## src/rtl/grf_multiport_if.sv

```systemverilog
// Bus bundle for the multiport register file: read ports, dual write
// ports, scrub control and the registered write-trace outputs.
interface grf_multiport_if #(
    parameter int DATA_W = 32,
    parameter int ADDR_W = 5,
    parameter int NUM_RD = 2
);
    logic [NUM_RD*ADDR_W-1:0] rd_addr;
    logic [NUM_RD*DATA_W-1:0] rd_data;
    logic [1:0]               we;
    logic [2*ADDR_W-1:0]      wa;
    logic [2*DATA_W-1:0]      wd;
    logic [31:0]              now_pc;
    logic                     clr_req;
    logic                     busy;
    logic [1:0]               trace_vld;
    logic [2*ADDR_W-1:0]      trace_addr;
    logic [2*DATA_W-1:0]      trace_data;
    logic [31:0]              trace_pc;

    // Datapath / requester side
    modport master (
        output rd_addr, we, wa, wd, now_pc, clr_req,
        input  rd_data, busy, trace_vld, trace_addr, trace_data, trace_pc
    );

    // Register file side
    modport slave (
        input  rd_addr, we, wa, wd, now_pc, clr_req,
        output rd_data, busy, trace_vld, trace_addr, trace_data, trace_pc
    );
endinterface

```

## src/rtl/grf_multiport.sv

```systemverilog
// General register file with NUM_RD combinational read ports, two
// prioritised write ports, optional write-to-read bypass, a scrub FSM that
// clears the file one entry per cycle, and a registered write-trace bus.
// Entry 0 is hardwired to zero.
module grf_multiport #(
    parameter int DATA_W = 32,
    parameter int ADDR_W = 5,
    parameter int NUM_RD = 2,
    parameter int BYPASS = 1
) (
    input  logic           clk,
    input  logic           reset,
    grf_multiport_if.slave bus
);
    localparam int DEPTH = 2 ** ADDR_W;

    typedef enum logic {
        IDLE,
        CLEAR
    } state_t;

    state_t              state_q, state_d;
    logic [ADDR_W-1:0]   ptr_q, ptr_d;
    logic [DATA_W-1:0]   mem_q [DEPTH];
    logic [DATA_W-1:0]   mem_d [DEPTH];
    logic [1:0]          trace_vld_q, trace_vld_d;
    logic [2*ADDR_W-1:0] trace_addr_q, trace_addr_d;
    logic [2*DATA_W-1:0] trace_data_q, trace_data_d;
    logic [31:0]         trace_pc_q, trace_pc_d;

    logic                    busy;
    logic                    commit0, commit1;
    logic [ADDR_W-1:0]       wa0, wa1;
    logic [DATA_W-1:0]       wd0, wd1;
    logic [NUM_RD*DATA_W-1:0] rd_data_c;

    assign wa0  = bus.wa[0 +: ADDR_W];
    assign wa1  = bus.wa[ADDR_W +: ADDR_W];
    assign wd0  = bus.wd[0 +: DATA_W];
    assign wd1  = bus.wd[DATA_W +: DATA_W];
    assign busy = (state_q == CLEAR);

    // A write commits only when enabled, not targeting entry 0, and no scrub is running
    always_comb begin
        commit0 = bus.we[0] && (wa0 != '0) && !busy;
        commit1 = bus.we[1] && (wa1 != '0) && !busy;
    end

    // Scrub FSM: walk the pointer from entry 1 up to the last entry, then return to idle
    always_comb begin
        state_d = state_q;
        ptr_d   = ptr_q;
        case (state_q)
            IDLE: begin
                if (bus.clr_req) begin
                    state_d = CLEAR;
                    ptr_d   = ADDR_W'(1);
                end
            end
            CLEAR: begin
                ptr_d = ptr_q + ADDR_W'(1);
                if (ptr_q == ADDR_W'(DEPTH - 1)) begin
                    state_d = IDLE;
                end
            end
            default: begin
                state_d = IDLE;
                ptr_d   = '0;
            end
        endcase
    end

    // Next array contents: scrub clears one entry, otherwise port 1 is applied after port 0 so it wins a collision
    always_comb begin
        mem_d = mem_q;
        if (busy) begin
            mem_d[ptr_q] = '0;
        end else begin
            if (commit0) begin
                mem_d[wa0] = wd0;
            end
            if (commit1) begin
                mem_d[wa1] = wd1;
            end
        end
    end

    // Trace: one valid pulse per stored write; a port-0 write shadowed by port 1 leaves no trace
    always_comb begin
        trace_vld_d  = {commit1, commit0 && !(commit1 && (wa0 == wa1))};
        trace_addr_d = trace_addr_q;
        trace_data_d = trace_data_q;
        trace_pc_d   = trace_pc_q;
        if (trace_vld_d[0]) begin
            trace_addr_d[0 +: ADDR_W] = wa0;
            trace_data_d[0 +: DATA_W] = wd0;
        end
        if (trace_vld_d[1]) begin
            trace_addr_d[ADDR_W +: ADDR_W] = wa1;
            trace_data_d[DATA_W +: DATA_W] = wd1;
        end
        if (trace_vld_d != 2'b00) begin
            trace_pc_d = bus.now_pc;
        end
    end

    // Combinational reads, optionally forwarding this cycle's committing write (port 1 first)
    always_comb begin
        rd_data_c = '0;
        for (int k = 0; k < NUM_RD; k++) begin
            rd_data_c[k*DATA_W +: DATA_W] = mem_q[bus.rd_addr[k*ADDR_W +: ADDR_W]];
            if (BYPASS != 0 && !busy && bus.rd_addr[k*ADDR_W +: ADDR_W] != '0) begin
                if (commit1 && wa1 == bus.rd_addr[k*ADDR_W +: ADDR_W]) begin
                    rd_data_c[k*DATA_W +: DATA_W] = wd1;
                end else if (commit0 && wa0 == bus.rd_addr[k*ADDR_W +: ADDR_W]) begin
                    rd_data_c[k*DATA_W +: DATA_W] = wd0;
                end
            end
        end
    end

    // State registers with synchronous active-low reset taking priority over everything
    always_ff @(posedge clk) begin
        if (!reset) begin
            state_q      <= IDLE;
            ptr_q        <= '0;
            trace_vld_q  <= '0;
            trace_addr_q <= '0;
            trace_data_q <= '0;
            trace_pc_q   <= '0;
            for (int i = 0; i < DEPTH; i++) begin
                mem_q[i] <= '0;
            end
        end else begin
            state_q      <= state_d;
            ptr_q        <= ptr_d;
            trace_vld_q  <= trace_vld_d;
            trace_addr_q <= trace_addr_d;
            trace_data_q <= trace_data_d;
            trace_pc_q   <= trace_pc_d;
            for (int i = 0; i < DEPTH; i++) begin
                mem_q[i] <= mem_d[i];
            end
        end
    end

    assign bus.rd_data    = rd_data_c;
    assign bus.busy       = busy;
    assign bus.trace_vld  = trace_vld_q;
    assign bus.trace_addr = trace_addr_q;
    assign bus.trace_data = trace_data_q;
    assign bus.trace_pc   = trace_pc_q;
endmodule
```

## src/flat_wrapper.sv

```systemverilog
// flat-port wrapper written by rule: the top's interface ports become plain ports
module grf_multiport_flat 
#(
    parameter int DATA_W = 32,
    parameter int ADDR_W = 5,
    parameter int NUM_RD = 2,
    parameter int BYPASS = 1
)
  (clk, reset, bus_rd_addr, bus_we, bus_wa, bus_wd, bus_now_pc, bus_clr_req, bus_rd_data, bus_busy, bus_trace_vld, bus_trace_addr, bus_trace_data, bus_trace_pc);
  grf_multiport_if #(.DATA_W(DATA_W), .ADDR_W(ADDR_W), .NUM_RD(NUM_RD)) bus_i ();
  input  logic clk;
  input  logic reset;
  input wire logic [$bits(bus_i.rd_addr)-1:0] bus_rd_addr;
  input wire logic [$bits(bus_i.we)-1:0] bus_we;
  input wire logic [$bits(bus_i.wa)-1:0] bus_wa;
  input wire logic [$bits(bus_i.wd)-1:0] bus_wd;
  input wire logic [$bits(bus_i.now_pc)-1:0] bus_now_pc;
  input wire logic [$bits(bus_i.clr_req)-1:0] bus_clr_req;
  output wire logic [$bits(bus_i.rd_data)-1:0] bus_rd_data;
  output wire logic [$bits(bus_i.busy)-1:0] bus_busy;
  output wire logic [$bits(bus_i.trace_vld)-1:0] bus_trace_vld;
  output wire logic [$bits(bus_i.trace_addr)-1:0] bus_trace_addr;
  output wire logic [$bits(bus_i.trace_data)-1:0] bus_trace_data;
  output wire logic [$bits(bus_i.trace_pc)-1:0] bus_trace_pc;
  assign bus_i.rd_addr = bus_rd_addr;
  assign bus_i.we = bus_we;
  assign bus_i.wa = bus_wa;
  assign bus_i.wd = bus_wd;
  assign bus_i.now_pc = bus_now_pc;
  assign bus_i.clr_req = bus_clr_req;
  assign bus_rd_data = bus_i.rd_data;
  assign bus_busy = bus_i.busy;
  assign bus_trace_vld = bus_i.trace_vld;
  assign bus_trace_addr = bus_i.trace_addr;
  assign bus_trace_data = bus_i.trace_data;
  assign bus_trace_pc = bus_i.trace_pc;
  grf_multiport #(.DATA_W(DATA_W), .ADDR_W(ADDR_W), .NUM_RD(NUM_RD), .BYPASS(BYPASS)) u_core (.clk(clk), .reset(reset), .bus(bus_i));
endmodule
```

## config.mk

```make
export PLATFORM = sky130hd
export DESIGN_NAME = grf_multiport_flat
export DESIGN_NICKNAME = d
export VERILOG_FILES = /design/src/rtl/grf_multiport_if.sv /design/src/rtl/grf_multiport.sv /design/src/flat_wrapper.sv
export SDC_FILE = /design/constraint.sdc
export NUM_CORES = 2
export LEC_CHECK = 0
export ABC_AREA = 0
export CAP_MARGIN = 20
export CORE_MARGIN = 2
export CORE_UTILIZATION = 37
export CTS_CLUSTER_DIAMETER = 80
export DETAILED_ROUTE_END_ITERATION = 8
export DONT_BUFFER_PORTS = 1
export HOLD_SLACK_MARGIN = 0.08
export PLACE_DENSITY = 0.61
export REMOVE_ABC_BUFFERS = 1
export SYNTH_ARGS = -nofsm -noshare
export SYNTH_HDL_FRONTEND = slang
export SYNTH_SLANG_ARGS = --single-unit
```

## constraint.sdc

```tcl
create_clock -name clk -period 3.8 [get_ports clk]
set_input_delay 0.76 -clock clk [delete_from_list [all_inputs] [get_ports clk]]
set_output_delay 0.76 -clock clk [all_outputs]
set_load 0.01 [all_outputs]
```

**Word level (Yosys, flattened, before mapping)**

Index checks and enable logic that the tools add are counted.

- Magnitude comparators: 8
- Mux-type cells: 29
- $add $sub $neg: 1
- Equality and inequality tests: 7
- Reduce and logical (&&, ||, !) cells: 22
- Bitwise operators: 8

Operator list:

| cell | number |
|---|---|
| 2-to-1 mux 1024 bit | 4 |
| bitwise mux 1024 bit | 2 |
| bitwise AND 1024 bit | 1 |
| NOT 1024 bit | 1 |
| demux 32 bit (select 5 bit) | 3 |
| 2-to-1 mux 32 bit | 13 |
| binary-select mux 32 bit (select 5 bit) | 2 |
| greater-or-equal comparator 6 bit, second input constant | 5 |
| NOT 5 -> 6 bit | 5 |
| equality test 5 bit | 5 |
| nonzero test 5 bit | 4 |
| < comparator 6 x 1 -> 1 bit, second input constant | 3 |
| logical AND 1 bit | 15 |
| case mux 5 bit (2 select lines) | 1 |
| adder 5 x 1 -> 5 bit, second input constant | 1 |
| equality test 5 bit, second input constant | 1 |
| 2-to-1 mux 5 bit | 1 |
| logical NOT 1 bit | 2 |
| 2-to-1 mux 1 bit | 2 |
| inequality test 2 bit, second input constant | 1 |
| case mux 1 bit (2 select lines) | 1 |
| nonzero test 2 bit | 1 |
| NOT 1 bit | 1 |

- Register bits after elaboration: 1,138
- Input bits: 121
- Logic and storage cells: 115
- Output and inout port bits: 173

**Depth between registers and ports, before layout**

- Depth after elaboration: 11
- Depth in mapped cells: 9
- Mapped depth without buffers: 6

**Worst setup path before layout**

OpenSTA, ideal clock, no wires.

- Path kind: input port to output port
- Start: in bus_rd_addr[5]
- End: out bus_rd_data[58]
- Required time: 3.040 ns
- Arrival time: 2.694 ns
- Path slack: 0.346 ns
- Buffers on the path: 2
- Cell stages on the path: 6
- Path through: clkbuf_1 > buf_1 > mux4_2 > o22ai_1 > nor3_1 > or3_1

- Cells in the longest elaborated chain, start to end: 7
- Elaborated cells between the ends (all ways): 13
- Those cells by class: 2 x eq/ne; 6 x mux; 1 x bitwise; 4 x reduce/logical

RTL lines:

| what | line | text |
|---|---|---|
| start, declared | flat_wrapper.sv:13 | `input wire logic [$bits(bus_i.rd_addr)-1:0] bus_rd_addr;` |
| NOT 5 -> 6 bit (implied by the code) | grf_multiport.sv:111 | `rd_data_c[k*DATA_W +: DATA_W] = mem_q[bus.rd_addr[k*ADDR_W +: ADDR_W]];` |
| binary-select mux 32 bit (select 5 bit) | grf_multiport.sv:111 |  |
| 2-to-1 mux 32 bit (implied by the code) (2 in series) | grf_multiport.sv:111 |  |
| 2-to-1 mux 32 bit | grf_multiport.sv:115 | `end else if (commit0 && wa0 == bus.rd_addr[k*ADDR_W +: ADDR_W]) begin` |
| 2-to-1 mux 32 bit | grf_multiport.sv:113 | `if (commit1 && wa1 == bus.rd_addr[k*ADDR_W +: ADDR_W]) begin` |
| 2-to-1 mux 32 bit * | grf_multiport.sv:112 | `if (BYPASS != 0 && !busy && bus.rd_addr[k*ADDR_W +: ADDR_W] != '0) begin` |
| end, declared | flat_wrapper.sv:19 | `output wire logic [$bits(bus_i.rd_data)-1:0] bus_rd_data;` |

Mark *: on every way between the ends. The rest lies on a longest branch, timed or not. The select of a mux whose other input is x is not followed.

**Final worst setup path**

- Start: in bus_rd_addr[6]
- End: out bus_rd_data[46]

The elaborated chain is that of the path after synthesis.

==> results.toml <==
[outcome]
status = "complete, but fails checks"
violations = "negative setup slack"

[sta]
relSlewSlack_pct = 18.4
slew_viol_final = 0
skew_ps = 42.4
setup_viol = 29
tightestPinTransition_ps = 1220
final_hold_viol_count = 0
fin_crit_sh_pct = 104
max_freq_ghz = 0.253
rsz0062_at_grt = "yes"
min_period_ps = 3950
worst_slack_ps = -152

[placement]
dpl.hpwl_um = 203000
place_ws_ps = -494
io_buffers = 0
gp_congestion = 0.931

[worst_hold_path]
hold_start = "bus_wd[30]"
min_path_type = "input pin to flop"

[pwr]
leakagePower_nw = 32.3
peakVddDrop_mv = 0.475
power_w = 0.0317
power_density_nw_per_um2 = 370

[critical_path]
critPathLaunch = "bus_rd_addr[6]"
start_kind = "input pin"
arrival_ps = 3190
cp_data_required_time_ps = 3040
r2r-start = "u_core.bus.busy"
cp-end-kind = "output port"
critical_path.max_fanout = 132
worstSetupPathType = "input pin to output port"

[final_layout]
finalNetCount = 8236
area_growth_syn_to_layout_pct = 15.3
final_layout_size_suffix_gt1_share_pct = 13.4
finish.utilization_pct = 42.9

[clock_tree]
cts_tree = "yes"
clk_pin_slew_ps = 60
cts_sinks = 1138
cts-htree-levels = 4
cts_buffers = 148
clock-root-buffer = "clkbuf_16"
clk-insertion-delay-late_ps = 830
cts_buffer_depth = 3

[synth]
synth-seq-area-share_pct = 30.6
synth_async_sr_flop_share_pct = 0
synth_edf_count = 0
synth-main-ff-cell = "dfxtp_1"
syn_area_sq_um = 74400
yosys_warnings = 0
ys_ff_latch = 1138
yosysUniqueCellTypes = 47
netlist_instances = 8545
syn_area_per_cell_sq_um = 8.71

[floorplanning]
dieHeight_um = 452
core_area_sq_um = 200000
die_area_sq_um = 205000
start_util_pct = 37.2
io-pin-count = 294
fp-row-count = 164
die_w_um = 452

[global_route]
antenna_found_initial = 11
grt_pass1_vias = 70200
overflow = 0
grt_pass1_wl_um = 508000
grt_max_degree = 387
grt_use_total_pct = 33.7

[detailed_routing]
drtPass1Iterations = 7
drt_wl_total_um = 374000
avgRoutedWirePerCell_um = 34.4
route.detailed.drc = 0
ant_nets = 0
num_vias = 76800
drtIter0Drc = 13900
viasPerCell = 7.06

[run]
max-cap-violations = 0
==> flip-flops by register name, summed over array words and instances, names as in the netlist <==
name                   flops
u_core.mem_q            1024
u_core.bus.trace_vld       2
u_core.bus.trace_pc       32
u_core.ptr_q               5
u_core.bus.busy            1
u_core.bus.trace_addr     10
u_core.bus.trace_data     64
==> cells in the mapped netlist (21+ instances only) <==
| cell | n | area share, % |
|---|---|---|
| nor3_1 | 21 | 0.14 |
| buf_2 | 160 | 1.1 |
| o221ai_1 | 315 | 3.7 |
| nor2_1 | 844 | 4.3 |
| a211o_1 | 128 | 1.5 |
| clkbuf_1 | 817 | 4.1 |
| a22o_1 | 741 | 8.7 |
| o22ai_1 | 69 | 0.58 |
| mux2i_1 | 1414 | 19 |
| mux4_2 | 256 | 7.8 |
| dfxtp_1 | 1138 | 31 |
| o32ai_1 | 59 | 0.69 |
| nand3_1 | 141 | 0.95 |
| a21o_1 | 59 | 0.60 |
| and2_1 | 33 | 0.28 |
| o21ai_0 | 218 | 1.5 |
| a221o_1 | 59 | 0.79 |
| buf_1 | 116 | 0.59 |
| a21oi_1 | 930 | 6.3 |
| nand2_1 | 780 | 3.9 |
| a311o_1 | 128 | 1.7 |
==> metrics by stage <==
stage / hold WS [ps] / TNS (ps) / instances / instance area [sq um]
6_report: 102 / -1020 / 10900 / 85800
5_1_grt: 107 / -1180 / 10900 / 85800
4_1_cts: 81.0 / -57.2 / 10800 / 84300
3_5_place_dp: 467 / -7150 / 10500 / 78300
3_3_place_gp: 462 / -7280 / 10500 / 78200
2_1_floorplan: 451 / - / 7452 / 70100
==> worst paths after layout <==
check             cells after the start                   endpoint  slack [ps]
hold / removal                        2  u_core.bus.trace_data[30]         100
setup / recovery                      8            bus_rd_data[46]        -150
hold reg to reg                       2          u_core.mem_q[564]         480
setup reg to reg                      7          u_core.mem_q[443]         300
==> cell families (layout without fill, tap and decap cells) <==
group | Yosys count | in the layout | share of synthesized area [%]
adder cells (fa/ha/maj) | 5 | 5 | 0.0841
AND/OR/NAND/NOR | 1875 | 1875 | 10.1
buffers and inverters | 1100 | 775 | 5.82
other | 0 | 4 | 0
XOR/XNOR | 26 | 26 | 0.306
multiplexers | 1670 | 1670 | 26.8
AO/OA/AOI/OAI | 2731 | 2731 | 26.3
flip-flops | 1138 | 1138 | 30.6
==> placed cells by master (no fill, tap or decap), types with 9 or more instances in the layout <==
cell / n
a31oi_4: 15
nand2_1: 749
xnor2_1: 16
o32ai_1: 32
a221o_2: 14
buf_6: 22
clkbuf_16: 177
dfxtp_1: 1137
dlygate4sd3_1: 69
nor3_1: 17
buf_12: 109
mux4_2: 256
a311o_1: 128
o21ai_0: 217
buf_16: 9
clkbuf_8: 28
o22ai_1: 68
a211o_1: 128
nand3_1: 134
bufinv_16: 12
o32ai_2: 20
mux2i_1: 1414
and2_1: 33
a21o_1: 59
a221o_1: 45
a21oi_1: 911
o221ai_1: 310
buf_4: 271
clkbuf_1: 26
inv_6: 10
nor2_1: 821
a22o_1: 741
a21oi_4: 19
nor2_4: 22
clkinv_2: 18
nand2_2: 23
==> timing repair <==
action                     CTS  global route
buffers inserted            19            36
hold endpoints to repair    69             0
pin swaps                    9            17
hold buffers                69             0
gates resized for setup     33            69
gates cloned                 2            27
setup endpoints to repair   64            64
==> metal layers <==
metal	up-vias	routed length, um	track usage, %	share of wire (%)
li1	31300	-	-	-
met1	37000	134000	43.0	36
met2	6868	150000	47.3	40
met3	1650	58500	11.7	16
met4	14	31000	23.3	8.3
met5	-	89	0.0700	0.024
==> final cells by class <==
cell class	instances	area, sq um
clock buffer	209	4360
antenna	4	10.0
clock inverter	51	638
timing repair buffer	508	6040
sequential	1138	22800
multi-input combinational	6307	48600
tap	2656	3320
inverter	7	36.3
fill	19000	114000
==> where the power goes <==
group	switching, W	internal [W]
registers	0.000258	0.0122
clock network	0.00610	0.00881
logic	0.00290	0.00150
==> critical path, stage by stage <==
cell and delay [ps]:
or2_4 330, buf_12 320, buf_12 190, o221ai_1 190
o221ai_1 480, o32ai_2 160, a221o_1 370, buf_6 150
No activity file was read; power rests on OpenSTA's default activity.
